==> src/rtl/mux16_scan_seq_if.sv <==
// Select/sample/frame bundle between the scan sequencer (master) and the
// mux plus frame consumer (slave).
interface mux16_scan_seq_if;
  logic        START;
  logic        CONT;
  logic        SD1, SD2, SD3, SD4;
  logic        ZIN;
  logic [15:0] FRAME;
  logic        FVALID;
  logic        FREADY;
  logic        BUSY;
  logic        XERR;

  modport master (
    input  START, CONT, ZIN, FREADY,
    output SD1, SD2, SD3, SD4, FRAME, FVALID, BUSY, XERR
  );

  modport slave (
    output START, CONT, ZIN, FREADY,
    input  SD1, SD2, SD3, SD4, FRAME, FVALID, BUSY, XERR
  );
endinterface

==> src/rtl/mux16_scan_seq.sv <==
// Scan sequencer for a 16:1 select mux: walks all channels, samples ZIN after a
// settle interval and publishes a 16-bit frame. Define MUX16_SCAN_XCHK_EN for X/Z sample flagging.
module mux16_scan_seq #(
  parameter int SETTLE = 1
) (
  input  logic              CK,
  input  logic              RN,
  mux16_scan_seq_if.master  bus
);

  localparam logic [3:0] SETTLE_W = SETTLE[3:0];

  typedef enum logic [1:0] {S_IDLE, S_SCAN, S_HOLD} state_e;

  state_e      state_q, state_d;
  logic [3:0]  sel_q, sel_d;
  logic [3:0]  wait_q, wait_d;
  logic [15:0] cap_q, cap_d;
  logic [15:0] frame_q, frame_d;
  logic        fvalid_q, fvalid_d;

`ifdef MUX16_SCAN_XCHK_EN
  logic xflag_q, xflag_d;
  logic xerr_q, xerr_d;
  logic zin_bad;
  assign zin_bad = (bus.ZIN === 1'bx) || (bus.ZIN === 1'bz);
`endif

  always_ff @(posedge CK or negedge RN) begin
    if (!RN) begin
      state_q  <= S_IDLE;
      sel_q    <= '0;
      wait_q   <= '0;
      cap_q    <= '0;
      frame_q  <= '0;
      fvalid_q <= 1'b0;
`ifdef MUX16_SCAN_XCHK_EN
      xflag_q  <= 1'b0;
      xerr_q   <= 1'b0;
`endif
    end else begin
      state_q  <= state_d;
      sel_q    <= sel_d;
      wait_q   <= wait_d;
      cap_q    <= cap_d;
      frame_q  <= frame_d;
      fvalid_q <= fvalid_d;
`ifdef MUX16_SCAN_XCHK_EN
      xflag_q  <= xflag_d;
      xerr_q   <= xerr_d;
`endif
    end
  end

  always_comb begin
    state_d  = state_q;
    sel_d    = sel_q;
    wait_d   = wait_q;
    cap_d    = cap_q;
    frame_d  = frame_q;
    fvalid_d = fvalid_q;
`ifdef MUX16_SCAN_XCHK_EN
    xflag_d  = xflag_q;
    xerr_d   = xerr_q;
`endif
    case (state_q)
      S_IDLE: begin
        if (bus.START) begin
          sel_d   = '0;
          wait_d  = SETTLE_W;
          state_d = S_SCAN;
`ifdef MUX16_SCAN_XCHK_EN
          xflag_d = 1'b0;
`endif
        end
      end
      S_SCAN: begin
        if (wait_q != 4'd0) begin
          wait_d = wait_q - 4'd1;
        end else begin
          cap_d[sel_q] = bus.ZIN;
`ifdef MUX16_SCAN_XCHK_EN
          xflag_d = xflag_q | zin_bad;
`endif
          if (sel_q != 4'd15) begin
            sel_d  = sel_q + 4'd1;
            wait_d = SETTLE_W;
          end else begin
            // Channel 15 goes straight into the frame on the same edge it is sampled.
            frame_d     = cap_q;
            frame_d[15] = bus.ZIN;
            fvalid_d    = 1'b1;
            sel_d       = '0;
            state_d     = S_HOLD;
`ifdef MUX16_SCAN_XCHK_EN
            xerr_d = xflag_q | zin_bad;
`endif
          end
        end
      end
      S_HOLD: begin
        if (bus.FREADY) begin
          fvalid_d = 1'b0;
          if (bus.CONT || bus.START) begin
            sel_d   = '0;
            wait_d  = SETTLE_W;
            state_d = S_SCAN;
`ifdef MUX16_SCAN_XCHK_EN
            xflag_d = 1'b0;
`endif
          end else begin
            state_d = S_IDLE;
          end
        end
      end
      default: state_d = S_IDLE;
    endcase
  end

  assign {bus.SD4, bus.SD3, bus.SD2, bus.SD1} = sel_q;
  assign bus.FRAME  = frame_q;
  assign bus.FVALID = fvalid_q;
  assign bus.BUSY   = (state_q == S_SCAN);
`ifdef MUX16_SCAN_XCHK_EN
  assign bus.XERR   = xerr_q;
`else
  assign bus.XERR   = 1'b0;
`endif

endmodule

==> src/flat_wrapper.sv <==
// flat-port wrapper written by rule: the top's interface ports become plain ports
module mux16_scan_seq_flat 
#(
  parameter int SETTLE = 1
)
  (CK, RN, bus_START, bus_CONT, bus_ZIN, bus_FREADY, bus_SD1, bus_SD2, bus_SD3, bus_SD4, bus_FRAME, bus_FVALID, bus_BUSY, bus_XERR);
  mux16_scan_seq_if bus_i ();
  input  logic CK;
  input  logic RN;
  input wire logic [$bits(bus_i.START)-1:0] bus_START;
  input wire logic [$bits(bus_i.CONT)-1:0] bus_CONT;
  input wire logic [$bits(bus_i.ZIN)-1:0] bus_ZIN;
  input wire logic [$bits(bus_i.FREADY)-1:0] bus_FREADY;
  output wire logic [$bits(bus_i.SD1)-1:0] bus_SD1;
  output wire logic [$bits(bus_i.SD2)-1:0] bus_SD2;
  output wire logic [$bits(bus_i.SD3)-1:0] bus_SD3;
  output wire logic [$bits(bus_i.SD4)-1:0] bus_SD4;
  output wire logic [$bits(bus_i.FRAME)-1:0] bus_FRAME;
  output wire logic [$bits(bus_i.FVALID)-1:0] bus_FVALID;
  output wire logic [$bits(bus_i.BUSY)-1:0] bus_BUSY;
  output wire logic [$bits(bus_i.XERR)-1:0] bus_XERR;
  assign bus_i.START = bus_START;
  assign bus_i.CONT = bus_CONT;
  assign bus_i.ZIN = bus_ZIN;
  assign bus_i.FREADY = bus_FREADY;
  assign bus_SD1 = bus_i.SD1;
  assign bus_SD2 = bus_i.SD2;
  assign bus_SD3 = bus_i.SD3;
  assign bus_SD4 = bus_i.SD4;
  assign bus_FRAME = bus_i.FRAME;
  assign bus_FVALID = bus_i.FVALID;
  assign bus_BUSY = bus_i.BUSY;
  assign bus_XERR = bus_i.XERR;
  mux16_scan_seq #(.SETTLE(SETTLE)) u_core (.CK(CK), .RN(RN), .bus(bus_i));
endmodule
==> config.mk <==
export PLATFORM = sky130hd
export DESIGN_NAME = mux16_scan_seq_flat
export DESIGN_NICKNAME = d
export VERILOG_FILES = /design/src/rtl/mux16_scan_seq_if.sv /design/src/rtl/mux16_scan_seq.sv /design/src/flat_wrapper.sv
export SDC_FILE = /design/constraint.sdc
export NUM_CORES = 1
export LEC_CHECK = 0
export ABC_AREA = 1
export CAP_MARGIN = 20
export CORE_ASPECT_RATIO = 1.4
export CORE_UTILIZATION = 55
export CTS_CLUSTER_DIAMETER = 120
export DETAILED_ROUTE_END_ITERATION = 10
export GPL_TIMING_DRIVEN = 0
export PLACE_DENSITY_LB_ADDON = 0.05
export SLEW_MARGIN = 20
export SYNTH_ARGS = -nofsm -noshare
export SYNTH_HDL_FRONTEND = slang
export SYNTH_SLANG_ARGS = --single-unit
==> constraint.sdc <==
create_clock -name CK -period 3.51 [get_ports CK]
set_clock_uncertainty 0.05 [all_clocks]
set_input_delay 0.5265 -clock CK [delete_from_list [all_inputs] [get_ports CK]]
set_output_delay 0.5265 -clock CK [all_outputs]
set_load 0.02 [all_outputs]
==> impl_metrics.yaml <==
setup_path:
  crit_fanout: 6
  crit_path_end_kind: "output port"
  critPathArrivalTime_ps: 1560
  cp.required_ps: 2930
  critPathLaunch: "u_core.state_q[0]"
  critPathKind: "reg2out"
  worstReg2RegStart: "u_core.sel_q[1]"
  critPathLaunchType: "flip-flop"
layout:
  final_util_pct: 70.1
  drive_above_1_share_pct: 9.23
  stdcell_area_sq_um: 2390
  syn2layout_area_growth_pct: 21.3
  diodes: 0
  finalNetCount: 282
floorplan:
  fp.dieW_um: 52.6
  initial_core_util_pct: 57.8
  die-area_sq_um: 3830
  die_h_um: 72.8
  rows: 25
  coreArea_sq_um: 3410
  ioPinCount: 29
timing:
  timing.final.ws_setup_ps: 1370
  min_period_ps: 2140
  rsz0062_at_grt: "no"
  slew_viol_final: 0
  fin_crit_sh_pct: 61.0
  fmax_mhz: 467
  hold_viol: 0
  setup_viol: 0
  setup_tns_ps: 0
clock_network:
  post_cts_buffers: 0
  cts_buffers: 5
  numClockSinks: 42
  clockRootBuffer: "clkbuf_8"
  tritoncts: "done"
  clkLatencyLatePin_ps: 300
  htree_levels: 2
  ctsResizeCount: 0
  hold_buffers: 0
  clkSlewWorstSetupHoldPaths_ps: 80
  clockBufferDepth: 2
yosys:
  async_reset_ff_share_pct: 100
  avgSynthCellArea_sq_um: 8.34
  synth_fp_nets: 248
  ys_seq_area_share_pct: 53.4
  yosys_register_bits: 42
  synth_edf_count: 0
  yosysWarnings: 0
  ys.flop_type: "dfrtp_1"
  yosys-top-cells-area: "dfrtp_1, nand2_1, nand3_1, o21ai_0, ha_1"
  synth.cells.most_frequent: "nand2_1, dfrtp_1, nand3_1"
  yosys.area.top_type: "dfrtp_1"
  synth_cell_types: 24
  syn_inst: 236
  synth_top_area_share_pct: 53.4
  yosysMostFrequentCell: "nand2_1"
  syn_area_sq_um: 1970
drt:
  firstDrtPassIters: 4
  via_count: 1576
  final_antenna_net_count: 0
  drt-vias-per-instance: 5.07
  wl_per_cell_um: 11.5
  drtIter0Drc: 30
  wl_mm: 3.57
  drcViolationCount: 0
placed_design:
  portBuffers: 26
  hpwl_mm: 2.62
  dp_slack_ps: 1690
  placed_cell_area_sq_um: 2290
  place.gp.congestion: 0.833
hold_path:
  hp-class: "in2async"
run_status:
  status: "complete, no violations"
global_routing:
  grt_pass1_vias: 1421
  gr-total-overflow: 0
  antenna_found_initial: 0
  grt_usage_pct: 21.2
  grt_first_pass_wirelength_mm: 5.93
  grt_max_degree: 30
power:
  ir_drop_v: 0.000485
  powerDensity_nw_per_um2: 619
  p_total_w: 0.00148
  p_leak_nw: 1.20
flow_run:
  maxCapViolCount: 0
where the power goes:
part,internal [W],switching [W]
Sequential,0.000584,0.0000857
Combinational,0.000190,0.000302
Clock,0.000158,0.000160
final timing paths:
path                                        end  slack [ps]  cells past startpoint
max                                    bus_BUSY        1370                      3
min                         u_core.bus.FRAME[8]          80                      1
max reg2reg                    u_core.wait_q[0]        1810                      7
min reg2reg                u_core.bus.FRAME[12]         410                      2
max in group asynchronous      u_core.wait_q[0]        2880                      2
min in group CK            u_core.bus.FRAME[12]         410                      2
placed cells by master, fill, tap and decap left out, types with 2 or more instances in the layout:
cell             count
nand3_1             21
nand3b_1             2
inv_1               19
nand3_2              2
nand4_1              3
a21oi_1              2
ha_1                 6
buf_4                2
inv_2                2
dfrtp_1             42
nor2_1               9
clkdlybuf4s50_1     25
o21ai_0             18
nand2_1             94
buf_2                3
clkbuf_8             6
nand2_2              3
clkinv_2             2
critical path, stage by stage (launching register included):
cell	delay, ps
dfrtp_1	380
inv_1	100
nor2_4	170
clkdlybuf4s50_1	630
metrics by stage:
stage / hold slack (ps) / instances
6_report: 76.1 / 311
5_1_grt: 99.8 / 311
4_1_cts: 84.2 / 311
3_5_place_dp: 399 / 303
3_3_place_gp: 399 / 302
2_1_floorplan: 181 / 236
routing by layer:
metal / GRT usage (%) / wire length (um) / up-vias
met4: 9.65 / 61 / 0
met5: 0 / 0 / -
met2: 38.0 / 1860 / 39
li1: - / - / 808
met1: 22.8 / 1540 / 723
met3: 5.21 / 111 / 6
sequential cells by signal, indices dropped and copies added (netlist names):
name,count
u_core.bus.FRAME,16
u_core.cap_q,15
u_core.sel_q,4
u_core.wait_q,4
u_core.state_q,2
u_core.bus.FVALID,1
area by class of cell:
class | count | area, sq um
plain buffers | 6 | 40.0
clock buffers | 6 | 82.6
clock inverters | 2 | 12.5
fillers | 284 | 1020
inverters | 22 | 83.8
multi-input cells | 166 | 795
flip-flops and latches | 42 | 1050
well taps | 40 | 50.0
repair buffers | 27 | 275
logic make-up (layout without fill, tap and decap cells):
kind of cell | after synthesis | in the layout | synth area share (%)
adder cells (fa/ha/maj) | 6 | 6 | 3.81
flip-flops | 42 | 42 | 53.4
buffers and inverters | 28 | 63 | 6.29
other | 1 | 1 | 0.190
AND/OR/NAND/NOR | 137 | 137 | 30.6
XOR/XNOR | 1 | 1 | 0.445
AO/OA/AOI/OAI | 21 | 21 | 5.34
(Power assumes the default switching activity.)
